--- src/rtl/vga_pkg.sv ---
// Shared VGA timing defaults, per-axis phase encoding and the colour-bar table.
package vga_pkg;

  localparam int unsigned DEF_H_ACTIVE = 640;
  localparam int unsigned DEF_H_FP     = 16;
  localparam int unsigned DEF_H_SYNC   = 96;
  localparam int unsigned DEF_H_BP     = 48;
  localparam int unsigned DEF_V_ACTIVE = 480;
  localparam int unsigned DEF_V_FP     = 10;
  localparam int unsigned DEF_V_SYNC   = 2;
  localparam int unsigned DEF_V_BP     = 33;

  typedef enum logic [1:0] {ACTIVE, FRONT, SYNC, BACK} phase_e;

  // Index 0 is the leftmost bar (RGB332).
  localparam logic [7:0][7:0] COLOR_BARS = {
    8'h00, 8'h03, 8'hE0, 8'hE3, 8'h1C, 8'h1F, 8'hFC, 8'hFF
  };

  function automatic logic [7:0] bar_color(input logic [2:0] idx);
    return COLOR_BARS[idx];
  endfunction

endpackage

--- src/rtl/vga_sync_out_if.sv ---
// Pixel request / video output bundle. i_test exists only with VGA_TEST_PATTERN_EN.
interface vga_sync_out_if;
  logic [7:0] i_pixel;
`ifdef VGA_TEST_PATTERN_EN
  logic       i_test;
`endif
  logic       o_req;
  logic       o_frame_start;
  logic [2:0] o_red;
  logic [2:0] o_green;
  logic [1:0] o_blue;
  logic       o_hsync;
  logic       o_vsync;
  logic [9:0] o_hcount;
  logic [9:0] o_vcount;

  modport master (
    input  i_pixel,
    output o_req, o_frame_start, o_red, o_green, o_blue,
           o_hsync, o_vsync, o_hcount, o_vcount
`ifdef VGA_TEST_PATTERN_EN
    , input i_test
`endif
  );

  modport slave (
    output i_pixel,
    input  o_req, o_frame_start, o_red, o_green, o_blue,
           o_hsync, o_vsync, o_hcount, o_vcount
`ifdef VGA_TEST_PATTERN_EN
    , output i_test
`endif
  );

endinterface

--- src/rtl/vga_axis_counter.sv ---
// One timing axis: position counter plus ACTIVE->FRONT->SYNC->BACK phase FSM.
module vga_axis_counter
  import vga_pkg::*;
#(
  parameter int unsigned ACTIVE_LEN = DEF_H_ACTIVE,
  parameter int unsigned FP_LEN     = DEF_H_FP,
  parameter int unsigned SYNC_LEN   = DEF_H_SYNC,
  parameter int unsigned BP_LEN     = DEF_H_BP,
  parameter int unsigned W          = 10
) (
  input  logic         clk,
  input  logic         rst,
  input  logic         tick,
  output logic [W-1:0] count,
  output phase_e       phase,
  output logic         wrap
);

  localparam int unsigned TOTAL = ACTIVE_LEN + FP_LEN + SYNC_LEN + BP_LEN;
  localparam logic [W-1:0] A_END = W'(ACTIVE_LEN - 1);
  localparam logic [W-1:0] F_END = W'(ACTIVE_LEN + FP_LEN - 1);
  localparam logic [W-1:0] S_END = W'(ACTIVE_LEN + FP_LEN + SYNC_LEN - 1);
  localparam logic [W-1:0] LAST  = W'(TOTAL - 1);

  assign wrap = tick && (count == LAST);

  // Phase advances on the last count of the current phase, so phase always
  // describes the value held in count.
  always_ff @(posedge clk) begin
    if (rst) begin
      count <= '0;
      phase <= ACTIVE;
    end else if (tick) begin
      count <= wrap ? '0 : count + 1'b1;
      unique case (phase)
        ACTIVE: if (count == A_END) phase <= FRONT;
        FRONT:  if (count == F_END) phase <= SYNC;
        SYNC:   if (count == S_END) phase <= BACK;
        BACK:   if (count == LAST)  phase <= ACTIVE;
      endcase
    end
  end

endmodule

--- src/rtl/vga_sync_out.sv ---
// VGA timing generator with 2-cycle colour/sync pipeline.
// Optional colour-bar generator: define VGA_TEST_PATTERN_EN.
module vga_sync_out
  import vga_pkg::*;
#(
  parameter int unsigned H_ACTIVE = DEF_H_ACTIVE,
  parameter int unsigned H_FP     = DEF_H_FP,
  parameter int unsigned H_SYNC   = DEF_H_SYNC,
  parameter int unsigned H_BP     = DEF_H_BP,
  parameter int unsigned V_ACTIVE = DEF_V_ACTIVE,
  parameter int unsigned V_FP     = DEF_V_FP,
  parameter int unsigned V_SYNC   = DEF_V_SYNC,
  parameter int unsigned V_BP     = DEF_V_BP
) (
  input logic            clk,
  input logic            rst,
  vga_sync_out_if.master bus
);

  localparam int unsigned CW = 10;

  logic [CW-1:0] h_count, v_count;
  phase_e        h_phase, v_phase;
  logic          h_wrap, v_wrap;

  vga_axis_counter #(
    .ACTIVE_LEN(H_ACTIVE), .FP_LEN(H_FP), .SYNC_LEN(H_SYNC), .BP_LEN(H_BP), .W(CW)
  ) u_h_axis (
    .clk(clk), .rst(rst), .tick(1'b1),
    .count(h_count), .phase(h_phase), .wrap(h_wrap)
  );

  vga_axis_counter #(
    .ACTIVE_LEN(V_ACTIVE), .FP_LEN(V_FP), .SYNC_LEN(V_SYNC), .BP_LEN(V_BP), .W(CW)
  ) u_v_axis (
    .clk(clk), .rst(rst), .tick(h_wrap),
    .count(v_count), .phase(v_phase), .wrap(v_wrap)
  );

  // Set after a frame wrap or reset: the next position is h=0, v=0.
  logic fs_q;
  always_ff @(posedge clk) begin
    if (rst) fs_q <= 1'b1;
    else     fs_q <= v_wrap;
  end

  logic vis;
  assign vis = !rst && (h_phase == ACTIVE) && (v_phase == ACTIVE);

  assign bus.o_req         = vis;
  assign bus.o_frame_start = fs_q && !rst;
  assign bus.o_hcount      = h_count;
  assign bus.o_vcount      = v_count;

  // Stage 1: position attributes wait one cycle for the frame-buffer read.
  logic vis_d, hs_n_d, vs_n_d;
`ifdef VGA_TEST_PATTERN_EN
  localparam int unsigned BAR_W = H_ACTIVE / 8;
  logic       test_d;
  logic [2:0] bar_d;
`endif

  always_ff @(posedge clk) begin
    if (rst) begin
      vis_d  <= 1'b0;
      hs_n_d <= 1'b1;
      vs_n_d <= 1'b1;
`ifdef VGA_TEST_PATTERN_EN
      test_d <= 1'b0;
      bar_d  <= '0;
`endif
    end else begin
      vis_d  <= vis;
      hs_n_d <= (h_phase != SYNC);
      vs_n_d <= (v_phase != SYNC);
`ifdef VGA_TEST_PATTERN_EN
      test_d <= bus.i_test;
      bar_d  <= 3'(int'(h_count) / BAR_W);
`endif
    end
  end

  logic [7:0] pix_src;
`ifdef VGA_TEST_PATTERN_EN
  assign pix_src = test_d ? bar_color(bar_d) : bus.i_pixel;
`else
  assign pix_src = bus.i_pixel;
`endif

  // Stage 2: registered colour and sync, aligned to the same position.
  logic [7:0] rgb_q;
  logic       hs_q, vs_q;
  always_ff @(posedge clk) begin
    if (rst) begin
      rgb_q <= '0;
      hs_q  <= 1'b1;
      vs_q  <= 1'b1;
    end else begin
      rgb_q <= vis_d ? pix_src : 8'h00;
      hs_q  <= hs_n_d;
      vs_q  <= vs_n_d;
    end
  end

  assign bus.o_red   = rgb_q[7:5];
  assign bus.o_green = rgb_q[4:2];
  assign bus.o_blue  = rgb_q[1:0];
  assign bus.o_hsync = hs_q;
  assign bus.o_vsync = vs_q;

endmodule

--- src/flat_wrapper.sv ---
// flat-port wrapper written by rule: the top's interface ports become plain ports
module vga_sync_out_flat import vga_pkg::*;
#(
  parameter int unsigned H_ACTIVE = DEF_H_ACTIVE,
  parameter int unsigned H_FP     = DEF_H_FP,
  parameter int unsigned H_SYNC   = DEF_H_SYNC,
  parameter int unsigned H_BP     = DEF_H_BP,
  parameter int unsigned V_ACTIVE = DEF_V_ACTIVE,
  parameter int unsigned V_FP     = DEF_V_FP,
  parameter int unsigned V_SYNC   = DEF_V_SYNC,
  parameter int unsigned V_BP     = DEF_V_BP
)
  (clk, rst, bus_i_pixel, bus_o_req, bus_o_frame_start, bus_o_red, bus_o_green, bus_o_blue, bus_o_hsync, bus_o_vsync, bus_o_hcount, bus_o_vcount);
  vga_sync_out_if bus_i ();
  input logic clk;
  input logic rst;
  input wire logic [$bits(bus_i.i_pixel)-1:0] bus_i_pixel;
  output wire logic [$bits(bus_i.o_req)-1:0] bus_o_req;
  output wire logic [$bits(bus_i.o_frame_start)-1:0] bus_o_frame_start;
  output wire logic [$bits(bus_i.o_red)-1:0] bus_o_red;
  output wire logic [$bits(bus_i.o_green)-1:0] bus_o_green;
  output wire logic [$bits(bus_i.o_blue)-1:0] bus_o_blue;
  output wire logic [$bits(bus_i.o_hsync)-1:0] bus_o_hsync;
  output wire logic [$bits(bus_i.o_vsync)-1:0] bus_o_vsync;
  output wire logic [$bits(bus_i.o_hcount)-1:0] bus_o_hcount;
  output wire logic [$bits(bus_i.o_vcount)-1:0] bus_o_vcount;
  assign bus_i.i_pixel = bus_i_pixel;
  assign bus_o_req = bus_i.o_req;
  assign bus_o_frame_start = bus_i.o_frame_start;
  assign bus_o_red = bus_i.o_red;
  assign bus_o_green = bus_i.o_green;
  assign bus_o_blue = bus_i.o_blue;
  assign bus_o_hsync = bus_i.o_hsync;
  assign bus_o_vsync = bus_i.o_vsync;
  assign bus_o_hcount = bus_i.o_hcount;
  assign bus_o_vcount = bus_i.o_vcount;
  vga_sync_out #(.H_ACTIVE(H_ACTIVE), .H_FP(H_FP), .H_SYNC(H_SYNC), .H_BP(H_BP), .V_ACTIVE(V_ACTIVE), .V_FP(V_FP), .V_SYNC(V_SYNC), .V_BP(V_BP)) u_core (.clk(clk), .rst(rst), .bus(bus_i));
endmodule
--- config.mk ---
export PLATFORM = sky130hd
export DESIGN_NAME = vga_sync_out_flat
export DESIGN_NICKNAME = d
export VERILOG_FILES = /design/src/rtl/vga_pkg.sv /design/src/rtl/vga_sync_out_if.sv /design/src/rtl/vga_axis_counter.sv /design/src/rtl/vga_sync_out.sv /design/src/flat_wrapper.sv
export SDC_FILE = /design/constraint.sdc
export NUM_CORES = 1
export LEC_CHECK = 0
export ABC_AREA = 1
export CAP_MARGIN = 20
export CORE_ASPECT_RATIO = 1.25
export CORE_MARGIN = 4
export CORE_UTILIZATION = 49
export CTS_CLUSTER_DIAMETER = 120
export DETAILED_ROUTE_END_ITERATION = 16
export HOLD_SLACK_MARGIN = 0.06
export PLACE_DENSITY_LB_ADDON = 0.05
export SLEW_MARGIN = 30
export SYNTH_ARGS = -nofsm -noshare
export SYNTH_HDL_FRONTEND = slang
export SYNTH_SLANG_ARGS = --single-unit
export TNS_END_PERCENT = 1
--- constraint.sdc ---
create_clock -name clk -period 2.2 [get_ports clk]
set_clock_uncertainty 0.1 [all_clocks]
set_input_delay 0.22 -clock clk [delete_from_list [all_inputs] [get_ports clk]]
set_output_delay 0.22 -clock clk [all_outputs]
set_load 0.01 [all_outputs]
==> impl_metrics.csv <==
group,metric,value,unit
status,status,"finished, final reports clean",
sta,setup_tns,0,ns
sta,drv_slew,0,
floorplan,core_area,0.003785,mm^2
yosys,ys_seq_elements,38,
critical_path,cp.required,1.88,ns
drt,drt-initial-drc-count,79,
drt,drc_errors,0,
critical_path,path_class,"reg -> out",
critical_path,end_kind,"primary output",
layout,fill_cells,353,
placed_design,pre_cts_slack,0.3748,ns
cts,cts_sinks,38,
sta,finalSetupViolations,0,
yosys,avgSynthCellArea,6.947,um^2
drt,wire_per_inst,10.65,um
sta,min_period,1.958,ns
placed_design,hpwl,3150,um
flow_run,cap_violations,0,
cts,cts_tree,"done",
drt,vias,1790,
placed_design,placed_area,0.002425,mm^2
cts,clkTransAtPathRegs,0.08,ns
critical_path,startpoint_type,"flop",
power_and_ir_drop,power.density,585.0,mW/mm^2
sta,finalCritPeriodShare,89.00,%
cts,post_cts_buffers,0,
sta,rsz0062_at_grt,"no",
layout,drive_above_1_share,7.622,%
yosys,synth_area_leaders,"dfxtp_1 39%, nand2_1 11%, nor2_1 11%",
yosys,yosys.area.top_type,"dfxtp_1",
power_and_ir_drop,leakagePower,0.001066,uW
floorplan,fp.dieW,64.25,um
floorplan,row_count,25,
global_route,grt_pass1_vias,1681,
sta,fmax,510.7,MHz
cts,clkLatencyLatePin,0.29,ns
critical_path,crit_path_max_fanout,4,
power_and_ir_drop,internal-power,1199,uW
sta,tightest_slew,0.3570,ns
min_path,hold_start,"u_core.hs_n_d",
global_route,grt_pass1_wl,7203,um
cts,clockBufferDepth,2,
critical_path,worstPathArrival,1.64,ns
yosys,synth_top_cell_area_share,39.25,%
layout,nNetsFinal,350,
power_and_ir_drop,clockPowerShare,47.5,%
floorplan,die_h,78.32,um
floorplan,dieArea,0.005032,mm^2
drt,first_pass_iters,4,
sta,setup_ws,0.2420,ns
power_and_ir_drop,ir_drop,0.4862,mV
min_path,min_path_type,"reg -> reg",
critical_path,rrSetupSlack,0.49,ns
global_route,overflow,0,
layout,fin_cells,382,
drt,viasPerCell,4.686,
global_route,grt_max_degree,14,
layout,antenna_cells,0,
layout,design_area,0.002562,mm^2
cts,hold_buffers,0,
power_and_ir_drop,seqPwrFrac,47.1,%
sta,relSlewSlack,76.02,%
yosys,synth_area,0.001938,mm^2
yosys,synth_seq_area_share,39.25,%
floorplan,ios,42,
placed_design,gp_congestion,0.7957,
cts,cts-buffers-inserted,5,
power_and_ir_drop,p_comb_share,5.4,%
critical_path,rr_startpoint,"u_core.u_h_axis.count[0]",
cts,cts_resized,0,
placed_design,port_buffers,41,
yosys,ys_types,26,
placed_design,dp_cells,374,
floorplan,initial_core_util,51.21,%
yosys,synth_nets,302,
drt,drtAntennaViolNets,0,
cts,cts_root_buffer,"clkbuf_8",
power_and_ir_drop,switching_share,19.99,%
global_route,antenna_found_initial,0,
power_and_ir_drop,netSwitchingPower,299.6,uW
layout,area_growth,32.21,%
yosys,ys_warn_count,0,
global_route,grt_util_all_layers,17.80,%
critical_path,timing.critical_path.from,"u_core.u_v_axis.phase[0]",
sta,final-hold-violation-count,0,
drt,wl,4067,um
cts,cts_max_level,2,
yosys,synthCells,279,
[power by group through the flow]
stage	logic, uW	registers [uW]	clock network (uW)
after floorplan	26.6	727	0
after global placement	80.9	722	0
after detailed placement	81.8	722	0
after CTS	82.4	705	729
after global routing	89.3	707	759
final	81.0	705	713
[area by class of cell]
type                       instances  area (um^2)  area share (%)
tap                               54        67.56           2.637
sequential                        38        760.7           29.69
timing repair buffer              44        432.9           16.89
inverter                          48        180.2           7.031
clock buffer                       5        68.82           2.686
clock inverter                     3        68.82           2.686
multi-input combinational        190        983.4           38.38
[final timing paths]
path / end / cells past startpoint
setup / recovery: bus_o_req / 5
hold / removal: u_core.bus.o_hsync / 1
setup reg to reg: u_core.u_v_axis.count[3] / 8
hold reg to reg: u_core.bus.o_hsync / 1
[sequential cells by signal (all words and copies together), names as in the netlist]
register / flops
u_core.vis_d: 1
u_core.bus.o_vsync: 1
u_core.rgb_q: 8
u_core.u_h_axis.phase: 2
u_core.fs_q: 1
u_core.bus.o_hsync: 1
u_core.u_h_axis.count: 10
u_core.hs_n_d: 1
u_core.u_v_axis.phase: 2
u_core.u_v_axis.count: 10
u_core.vs_n_d: 1
[synthesized netlist by cell type, drive strengths merged]
| master | count |
|---|---|
| nand2 | 61 |
| nor2 | 60 |
| inv | 47 |
| dfxtp | 38 |
| nand3 | 18 |
| ha | 13 |
| a21oi | 9 |
| o21ai | 8 |
| nand4 | 5 |
| xor2 | 5 |
| nor3 | 4 |
| buf | 2 |
| nor3b | 2 |
| or2 | 2 |
| a31oi | 1 |
| clkbuf | 1 |
| clkinv | 1 |
| nand3b | 1 |
| xnor2 | 1 |
[kinds of logic (layout without fill, tap and decap cells)]
family          Yosys count  after routing  share of synthesized area (%)
fa+ha+maj                13             13                          8.393
flops                    38             38                          39.25
compound gates           18             18                          4.906
buf+inv                  51            100                          10.01
xor+xnor                  6              6                          2.711
simple gates            153            153                          34.73
[per-layer routing]
| layer | global-route usage, % | vias up | routed length [um] |
|---|---|---|---|
| met5 | 0 | - | 0 |
| met4 | 6.342 | 0 | 57 |
| met3 | 4.149 | 7 | 170 |
| met2 | 32.13 | 36 | 2124 |
| met1 | 20.18 | 801 | 1713 |
| li1 | - | 946 | - |
[metrics by stage]
step	power, uW	hold WS [ns]	utilization (%)
floorplan	753.3	0.2322	-
global placement	802.6	0.2917	64.07
detailed placement	803.4	0.3018	64.07
global route	1556	0.3296	67.70
finish	1499	0.3148	67.70
CTS	1517	0.3203	67.70
[placed cells by master (no fill, tap or decap), types with 2 or more instances in the layout]
cell type        count
nand4_1              5
a21oi_1              9
dfxtp_1             38
bufinv_16            2
nor3b_1              2
inv_1               44
inv_2                3
nand2_2              2
ha_1                13
nor2_1              56
clkdlybuf4s50_1     41
o21ai_0              7
buf_4                3
xor2_1               5
nor2_4               3
or2_2                2
nand2_1             58
clkbuf_8             5
nor3_1               4
nand3_1             17
[worst max-delay path: stages, from the launching register on]
cell and delay, ns:
dfxtp_1 0.34, inv_1 0.11, ha_1 0.20, nand2_1 0.08, nor2_1 0.09, clkdlybuf4s50_1 0.54
No activity file was read; power rests on OpenSTA's default activity.
